--- src/rtl/mem_str_fwd_queue.sv ---
// mem_str_fwd_queue
// Store queue that sits between the memory stage and data memory.
// Each accepted store captures its address plus data taken from a one-hot
// forwarding select across NSRC pipeline sources. Entries drain in FIFO
// order to data memory under a valid/ready handshake.
//
// Optional build feature:
//   STR_FWD_SEL_CHK_EN - when defined, sel_err latches high after any accepted
//                        store whose forwarding select is not exactly one-hot.
//                        When undefined, sel_err is tied low and no check
//                        logic exists.
module mem_str_fwd_queue #(
  parameter int DATA_W = 12,
  parameter int ADDR_W = 12,
  parameter int NSRC   = 3,
  parameter int DEPTH  = 4
) (
  input  logic                     clock,
  input  logic                     reset_n,
  input  logic                     str_valid,
  input  logic [NSRC-1:0]          str_sel,
  input  logic [NSRC*DATA_W-1:0]   src_data,
  input  logic [ADDR_W-1:0]        str_addr,
  output logic                     str_stall,
  output logic                     mem_valid,
  input  logic                     mem_ready,
  output logic [ADDR_W-1:0]        mem_addr,
  output logic [DATA_W-1:0]        mem_data,
  output logic [$clog2(DEPTH):0]   count,
  output logic                     sel_err
);

  localparam int PTR_W = $clog2(DEPTH);
  localparam int CNT_W = PTR_W + 1;
  localparam int ENT_W = ADDR_W + DATA_W;
  localparam logic [CNT_W-1:0] FULL_CNT = CNT_W'(DEPTH);
  localparam logic [CNT_W-1:0] ONE_CNT  = CNT_W'(1);
  localparam logic [PTR_W-1:0] ONE_PTR  = PTR_W'(1);

  // AND-OR forwarding mux: every selected source contributes its bits, so a
  // malformed select degrades to an OR rather than an undefined pick.
  function automatic logic [DATA_W-1:0] fwd_data(
    input logic [NSRC-1:0]        sel,
    input logic [NSRC*DATA_W-1:0] src
  );
    logic [DATA_W-1:0] acc;
    acc = {DATA_W{1'b0}};
    for (int i = 0; i < NSRC; i++) begin
      acc = acc | (src[i*DATA_W +: DATA_W] & {DATA_W{sel[i]}});
    end
    return acc;
  endfunction

  logic [ENT_W-1:0]  store_r [DEPTH];
  logic [PTR_W-1:0]  wr_ptr_r;
  logic [PTR_W-1:0]  rd_ptr_r;
  logic [CNT_W-1:0]  count_r;

  logic              full_s;
  logic              empty_s;
  logic              enq_s;
  logic              deq_s;
  logic [DATA_W-1:0] fwd_s;
  logic [ENT_W-1:0]  head_s;

  // Handshake decode from registered occupancy; a full queue never accepts,
  // even when the head is leaving on the same edge.
  always_comb begin
    full_s  = (count_r == FULL_CNT);
    empty_s = (count_r == {CNT_W{1'b0}});
    enq_s   = str_valid & ~full_s;
    deq_s   = ~empty_s & mem_ready;
    fwd_s   = fwd_data(str_sel, src_data);
    head_s  = store_r[rd_ptr_r];
  end

  // Pointer and occupancy state; pointers wrap naturally at DEPTH.
  always_ff @(posedge clock or negedge reset_n) begin
    if (!reset_n) begin
      wr_ptr_r <= {PTR_W{1'b0}};
      rd_ptr_r <= {PTR_W{1'b0}};
      count_r  <= {CNT_W{1'b0}};
    end else begin
      if (enq_s) begin
        wr_ptr_r <= wr_ptr_r + ONE_PTR;
      end else begin
        wr_ptr_r <= wr_ptr_r;
      end
      if (deq_s) begin
        rd_ptr_r <= rd_ptr_r + ONE_PTR;
      end else begin
        rd_ptr_r <= rd_ptr_r;
      end
      case ({enq_s, deq_s})
        2'b10:   count_r <= count_r + ONE_CNT;
        2'b01:   count_r <= count_r - ONE_CNT;
        default: count_r <= count_r;
      endcase
    end
  end

  // Entry storage; contents are don't-care until written, outputs are masked.
  always_ff @(posedge clock) begin
    if (enq_s) begin
      store_r[wr_ptr_r] <= {str_addr, fwd_s};
    end
  end

  // Head presentation, forced to zero while the queue is empty.
  always_comb begin
    str_stall = full_s;
    mem_valid = ~empty_s;
    count     = count_r;
    if (empty_s) begin
      mem_addr = {ADDR_W{1'b0}};
      mem_data = {DATA_W{1'b0}};
    end else begin
      mem_addr = head_s[ENT_W-1:DATA_W];
      mem_data = head_s[DATA_W-1:0];
    end
  end

`ifdef STR_FWD_SEL_CHK_EN
  // Exactly one bit set in the forwarding select.
  function automatic logic is_onehot(input logic [NSRC-1:0] sel);
    int ones;
    ones = 0;
    for (int i = 0; i < NSRC; i++) begin
      ones = ones + int'(sel[i]);
    end
    return (ones == 1);
  endfunction

  logic sel_err_r;

  // Sticky select-violation flag, cleared only by reset.
  always_ff @(posedge clock or negedge reset_n) begin
    if (!reset_n) begin
      sel_err_r <= 1'b0;
    end else if (enq_s && !is_onehot(str_sel)) begin
      sel_err_r <= 1'b1;
    end else begin
      sel_err_r <= sel_err_r;
    end
  end

  assign sel_err = sel_err_r;
`else
  assign sel_err = 1'b0;
`endif

endmodule

--- config.mk ---
export PLATFORM = sky130hd
export DESIGN_NAME = mem_str_fwd_queue
export DESIGN_NICKNAME = d
export VERILOG_FILES = /design/src/rtl/mem_str_fwd_queue.sv
export SDC_FILE = /design/constraint.sdc
export NUM_CORES = 1
export LEC_CHECK = 0
export ABC_AREA = 1
export CAP_MARGIN = 20
export CORE_ASPECT_RATIO = 1.5
export CORE_MARGIN = 2
export CORE_UTILIZATION = 38
export CTS_CLUSTER_SIZE = 30
export DETAILED_ROUTE_END_ITERATION = 16
export GPL_TIMING_DRIVEN = 0
export RECOVER_POWER = 50
export SLEW_MARGIN = 10
export SYNTH_ARGS = -nofsm -noshare
export SYNTH_HDL_FRONTEND = slang
export SYNTH_SLANG_ARGS = --single-unit
--- constraint.sdc ---
create_clock -name clock -period 2.55 [get_ports clock]
set_input_delay 0.3825 -clock clock [delete_from_list [all_inputs] [get_ports clock]]
set_output_delay 0.3825 -clock clock [all_outputs]
set_load 0.005 [all_outputs]
==> results of run 1 <==
[cell type report]
class | count | area, µm²
clock buffer | 9 | 225
inverter | 113 | 424
buffer | 22 | 136
timing repair buffer | 84 | 858
tap | 156 | 195
multi-input combinational | 252 | 1170
sequential | 103 | 3060
clock inverter | 7 | 119
fill | 1096 | 6140
[logic make-up (layout without fill, tap and decap cells)]
kind of cell	Yosys count	in the layout	synth area share [%]
compound gates	26	26	2.74
xor+xnor	2	2	0.369
fa+ha+maj	6	6	1.74
buf+inv	135	235	11.6
flops	103	103	64.4
other cells	1	1	0.0790
simple gates	217	217	19.1
[state kept, by name, summed over array words and instances, names as in the netlist]
register / cells
store_r: 96
wr_ptr_r: 2
count: 3
rd_ptr_r: 2
[routing by layer]
metal,global-route usage [%],vias up
met1,17.2,1573
met2,30.7,102
met3,2.19,17
met4,7.86,0
li1,-,1726
met5,0,-
[what timing repair did]
action,in CTS,in global routing
gates resized for setup,0,9
setup endpoints to repair,0,18
hold buffers,0,0
[cells in the final DEF, fill, tap and decap left out, drive strengths merged]
cell | Yosys | final
clkinvlp | 0 | 1
conb | 1 | 1
inv | 113 | 115
nand2 | 146 | 146
bufinv | 0 | 3
xnor2 | 2 | 2
dfrtp | 7 | 7
edfxtp | 96 | 96
o21ai | 2 | 2
nor2 | 4 | 4
ha | 5 | 5
buf | 18 | 16
a21oi | 24 | 24
clkdlybuf4s50 | 0 | 65
dlygate4sd3 | 0 | 18
fa | 1 | 1
clkinv | 0 | 1
nand4 | 1 | 1
nand3 | 66 | 66
clkbuf | 4 | 16
[power breakdown]
part | total [W] | switching (W) | internal (W)
Clock | 0.00155 | 0.000584 | 0.000962
Sequential | 0.00235 | 0.0000977 | 0.00225
Combinational | 0.00285 | 0.00156 | 0.00129
[metrics by stage]
step / total power, W / hold slack (ns) / util, % / setup TNS, ns
2_1_floorplan: 0.00384 / 0.0869 / - / 0
3_3_place_gp: 0.00515 / 0.491 / 46.8 / -79.85
3_5_place_dp: 0.00526 / 0.516 / 47.3 / 0
4_1_cts: 0.00681 / 0.326 / 50.1 / 0
5_1_grt: 0.00715 / 0.434 / 50.2 / 0
6_report: 0.00674 / 0.383 / 50.2 / 0
[worst register-to-register path, stage by stage (launching register included)]
cell,delay (ns)
dfrtp_1,0.39
inv_1,0.12
nand3_1,0.16
nand2_1,0.28
nor2_2,0.72
buf_16,0.24
[path summary, 6_finish.rpt]
| check | cells after the start | slack, ns | endpoint | startpoint |
|---|---|---|---|---|
| worst max-delay path | 6 | 0.1 | mem_data[0] | rd_ptr_r[1]$_DFFE_PN0P_ |
| worst min-delay path | 1 | 0.38 | wr_ptr_r[0]$_DFFE_PN0P_ | reset_n |
| worst max register to register | 5 | 0.34 | store_r[0][10]$_DFFE_PP_ | count[0]$_DFFE_PN0P_ |
| worst min register to register | 1 | 0.52 | count[0]$_DFFE_PN0P_ | count[0]$_DFFE_PN0P_ |
| max in group asynchronous | 1 | 1.89 | rd_ptr_r[0]$_DFFE_PN0P_ | reset_n |
| min in group clock | 1 | 0.52 | count[0]$_DFFE_PN0P_ | count[0]$_DFFE_PN0P_ |
==> results.cfg, run 1 <==
[outcome]
status = finished clean

[logic_synthesis]
synth_cell_types = 19
yosysTopAreaCell = edfxtp_1
ys_ff_latch = 103
ys_async_sr_fraction_pct = 6.80
yosysMostFrequentCell = nand2_1
synth_nets = 551
synth.top_cell.area_share_pct = 60.7
yosys_warnings = 0
postSynthCellCount = 490
synth_area_um2 = 4750
synth_flop_cell = edfxtp_1
yosysSeqAreaShare_pct = 64.4
synthTopCellsByCount = nand2_1, inv_1, edfxtp_1
ys_top_cells_by_area = edfxtp_1, nand2_1, inv_1, nand3_1, dfrtp_1
synth_area_per_cell_um2 = 9.69
synth-edff-count = 96

[detailed_routing]
drt_wl_total_um = 10400
firstDrtPassIters = 4
routedWlPerCell_um = 14.0
antenna_left = 0
num_vias = 3418
remaining_drc_errors = 0
vias_per_cell = 4.58
wl_met2_um = 5780
top_layer = met4
wl_met3_um = 537
first_iter_violations = 144
met1_length_um = 3870

[layout]
layout-drive-gt1-share_pct = 7.46
num_antenna_cells = 0
fin_nets = 646
post-route-cell-area_um2 = 6180
final_cells = 746
layout-area-overhead-vs-synth_pct = 30.3

[place]
io_buffers = 83
placed_cells = 730
pre_cts_ws_ns = 0.204
gp_congestion = 0.784
dpl_cell_area_um2 = 5830
hpwlAfterDp_um = 7280

[clock_tree]
cts_buffers = 9
clkLatencyLatePin_ns = 0.35
clk_pin_slew_ns = 0.07
htreeDepth = 3
cts_setup_buffers = 0
ctsRootBufferMaster = clkbuf_16
clk_path_buf_depth = 2
cts_tree = yes
clock-sinks = 103

[timing]
setup_viol = 0
finClkSkew_ns = 0.00566
maxSlewHeadroom_pct = 44.2
tightest_slew_ns = 0.835
drv_slew = 0
timing.final.crit_share_pct = 96.2
hold_violations = 0
fin_crit_ns = 2.45
final.setup.worst_slack_ns = 0.0967
grt_setup_unrepaired = no
max_freq_mhz = 408

[floorplanning]
core_area_um2 = 12300
die_area_um2 = 13400
die_w_um = 95.2
rows = 50
boundaryPins = 85
die-height_um = 141
start_util_pct = 38.5

[grt]
grt_overflow = 0
grt_pass1_vias = 3358
grt_max_degree = 25
grt_usage_pct = 16.3
antenna_found_initial = 0
grt_pass1_wl_um = 16100

[setup_path]
path_cells = buf_2, inv_2, clkbuf_4, nand3_1, a21oi_1, clkdlybuf4s50_1
crit_buf_inv = 4
required_ns = 2.17
critPathSlowestCell = clkdlybuf4s50_1
critPathLaunchType = flip-flop
crit_family = buffers and inverters
crit_arrival_ns = 2.07
cpPeakStageDelay_ns = 0.53
crit_type = flip-flop to output port
worstPathMaxFanout = 10
worstSetupEndpointType = output port

[pwr]
leakagePower_nw = 2.73
power_density_nw_per_um2 = 1090
ir_drop_uv = 496

[min_path]
hp-class = primary input to asynchronous set/reset pin

[job]
drv_cap = 0
Note: power is estimated with default switching activity, not from simulation.
==> run 2: changes to the inputs <==
--- a/config.mk
+++ b/config.mk
@@ -6,7 +6,6 @@
 export NUM_CORES = 1
 export LEC_CHECK = 0
 export ABC_AREA = 1
-export CAP_MARGIN = 20
 export CORE_ASPECT_RATIO = 1.5
 export CORE_MARGIN = 2
 export CORE_UTILIZATION = 38
@@ -14,6 +13,7 @@
 export DETAILED_ROUTE_END_ITERATION = 16
 export GPL_TIMING_DRIVEN = 0
 export RECOVER_POWER = 50
+export SKIP_LAST_GASP = 1
 export SLEW_MARGIN = 10
 export SYNTH_ARGS = -nofsm -noshare
 export SYNTH_HDL_FRONTEND = slang
==> constraint.sdc (replaced) <==
create_clock -name clock -period 2.55 [get_ports clock]
set_input_delay 0.765 -clock clock [delete_from_list [all_inputs] [get_ports clock]]
set_output_delay 0.765 -clock clock [all_outputs]
set_load 0.005 [all_outputs]
==> run 2 against run 1 <==
  * Worst setup slack worse by 0.22 ns
  * Worst hold slack better by 0.15 ns
  * Sequential share of layout area is 0.70 points lower
  * Critical endpoint is now mem_data[8]
  * Clock power hardly changed
  * First-iteration DRC count is 6.3% lower
  * The flow now finishes with violations (negative setup slack)
  * Power is 0.22% higher
  * Combinational power hardly changed
  * Sequential cell count stayed put
==> results.cfg, run 2 (synthesis results as in run 1) <==
[floorplanning]
boundaryPins = 85
core_area_um2 = 12300
die-height_um = 141
die_area_um2 = 13400
rows = 50
start_util_pct = 38.5
die_w_um = 95.2

[detailed_routing]
antenna_left = 0
vias_per_cell = 4.57
drt_wl_total_um = 10400
routedWlPerCell_um = 14.0
firstDrtPassIters = 5
first_iter_violations = 135
remaining_drc_errors = 0
num_vias = 3408

[clock_tree]
clkLatencyLatePin_ns = 0.34
clk_pin_slew_ns = 0.07
ctsRootBufferMaster = clkbuf_16
cts_buffers = 9
cts_tree = yes
clock-sinks = 103
cts_hold_buf = 0
htreeDepth = 3
clk_path_buf_depth = 2

[setup_path]
crit_arrival_ns = 1.90
critPathLaunchType = flip-flop
required_ns = 1.79
worstSetupEndpointType = output port
cpPeakStageDelay_ns = 0.52
critPathSlowestCell = clkdlybuf4s50_1
crit_type = flip-flop to output port
path_cells = buf_4, inv_4, buf_8, nand3_1, a21oi_2, clkdlybuf4s50_1
worstPathMaxFanout = 10

[place]
hpwlAfterDp_um = 7280
pre_cts_ws_ns = -0.178
io_buffers = 83
gp_congestion = 0.784

[layout]
finish.utilization_pct = 50.9
final_common_cell = nand2_1
fin_nets = 646
layout-drive-gt1-share_pct = 9.15
mostFrequentLayoutCells = nand2_1, inv_1, edfxtp_1, nand3_1, clkdlybuf4s50_1
layout-area-overhead-vs-synth_pct = 32.2
largest_reg_flops = 96
num_antenna_cells = 0
regMostFlops = store_r

[timing]
drv_slew = 0
setup_viol = 4
final.setup.worst_slack_ns = -0.120
timing.final.crit_share_pct = 105
finalSetupTns_ns = -0.405
tightest_slew_ns = 0.855
fin_crit_ns = 2.67
max_freq_mhz = 375
finClkSkew_ns = 0.00757
grt_setup_unrepaired = yes
maxSlewHeadroom_pct = 42.9
hold_violations = 0

[pwr]
leakagePower_nw = 2.84
power_density_nw_per_um2 = 1080
ir_drop_uv = 423

[grt]
grt_pass1_wl_um = 16200
grt-busiest-layer = met2
grt_usage_pct = 16.4
use_met2_pct = 30.9
grt_overflow = 0
grt_use_met1_pct = 17.3
use_met3_pct = 2.19
grt_pass1_vias = 3363
antenna_found_initial = 0
grt_max_degree = 25

[outcome]
status = finished, violations left
violations = negative setup slack

[min_path]
hp-class = flip-flop to flip-flop

[job]
drv_cap = 0
## run 2: changes by cell type in the layout (fill, tap and decap cells not counted), sizes merged
cell,before,now
buf,16,17
clkbuf,16,15
clkdlybuf4s50,65,44
dlygate4sd2,0,14
dlygate4sd3,18,19
dlymetal6s2s,0,6
## run 2: layout make-up
| class | count | area, µm² |
|---|---|---|
| Fill cell | 1091 | 6050 |
| Sequential cell | 103 | 3060 |
| Multi-Input combinational cell | 252 | 1210 |
| Timing Repair Buffer | 85 | 860 |
| Inverter | 113 | 429 |
| Clock buffer | 9 | 225 |
| Tap cell | 156 | 195 |
| Buffer | 21 | 173 |
| Clock inverter | 7 | 119 |
## run 2: worst max-delay path, delay by kind of cell, from the launching register on
kind / cells / cell delay, ns
AOI/OAI and AO/OA: 1 / 0.17
buffers and inverters: 4 / 0.94
DFF: 1 / 0.36
and+or+nand+nor: 1 / 0.10
## run 2: worst paths after layout
kind / startpoint / endpoint / slack (ns) / cells after the start
max: rd_ptr_r[1]$_DFFE_PN0P_ / mem_data[8] / -0.12 / 6
min: wr_ptr_r[1]$_DFFE_PN0P_ / wr_ptr_r[1]$_DFFE_PN0P_ / 0.53 / 2
max reg2reg: count[1]$_DFFE_PN0P_ / count[2]$_DFFE_PN0P_ / 0.36 / 10
min reg2reg: wr_ptr_r[1]$_DFFE_PN0P_ / wr_ptr_r[1]$_DFFE_PN0P_ / 0.53 / 2
max in group asynchronous: reset_n / rd_ptr_r[0]$_DFFE_PN0P_ / 1.51 / 1
min in group asynchronous: reset_n / wr_ptr_r[0]$_DFFE_PN0P_ / 0.77 / 1
## run 2: what timing repair did
item | 4_1_cts | 5_1_grt
gates resized for setup | 39 | 23
setup endpoints to repair | 24 | 23
pin swaps | 0 | 1
buffers inserted | 1 | 0
cloned | 0 | 0
## run 2: metal layers
layer	wire length (µm)	share of wire, %	vias to the layer above
met2	5960	57	87
met5	0	0	-
li1	-	-	1728
met4	106	1.0	0
met3	452	4.3	6
met1	3920	38	1587
## run 2: where the power goes
group	switching (W)	internal, W	total (W)
logic	0.00162	0.00125	0.00287
clock network	0.000577	0.000962	0.00154
registers	0.0000988	0.00225	0.00235
## run 2: stage by stage
| stage | cells | total power [W] | hold slack [ns] | cell area [µm²] |
|---|---|---|---|---|
| finish | 746 | 0.00675 | 0.534 | 6270 |
| global route | 746 | 0.00718 | 0.555 | 6270 |
| CTS | 747 | 0.00684 | 0.536 | 6240 |
| detailed placement | 730 | 0.00526 | 0.516 | 5830 |
| global placement | 729 | 0.00515 | 0.491 | 5770 |
| floorplan | 490 | 0.00384 | 0.469 | 4750 |
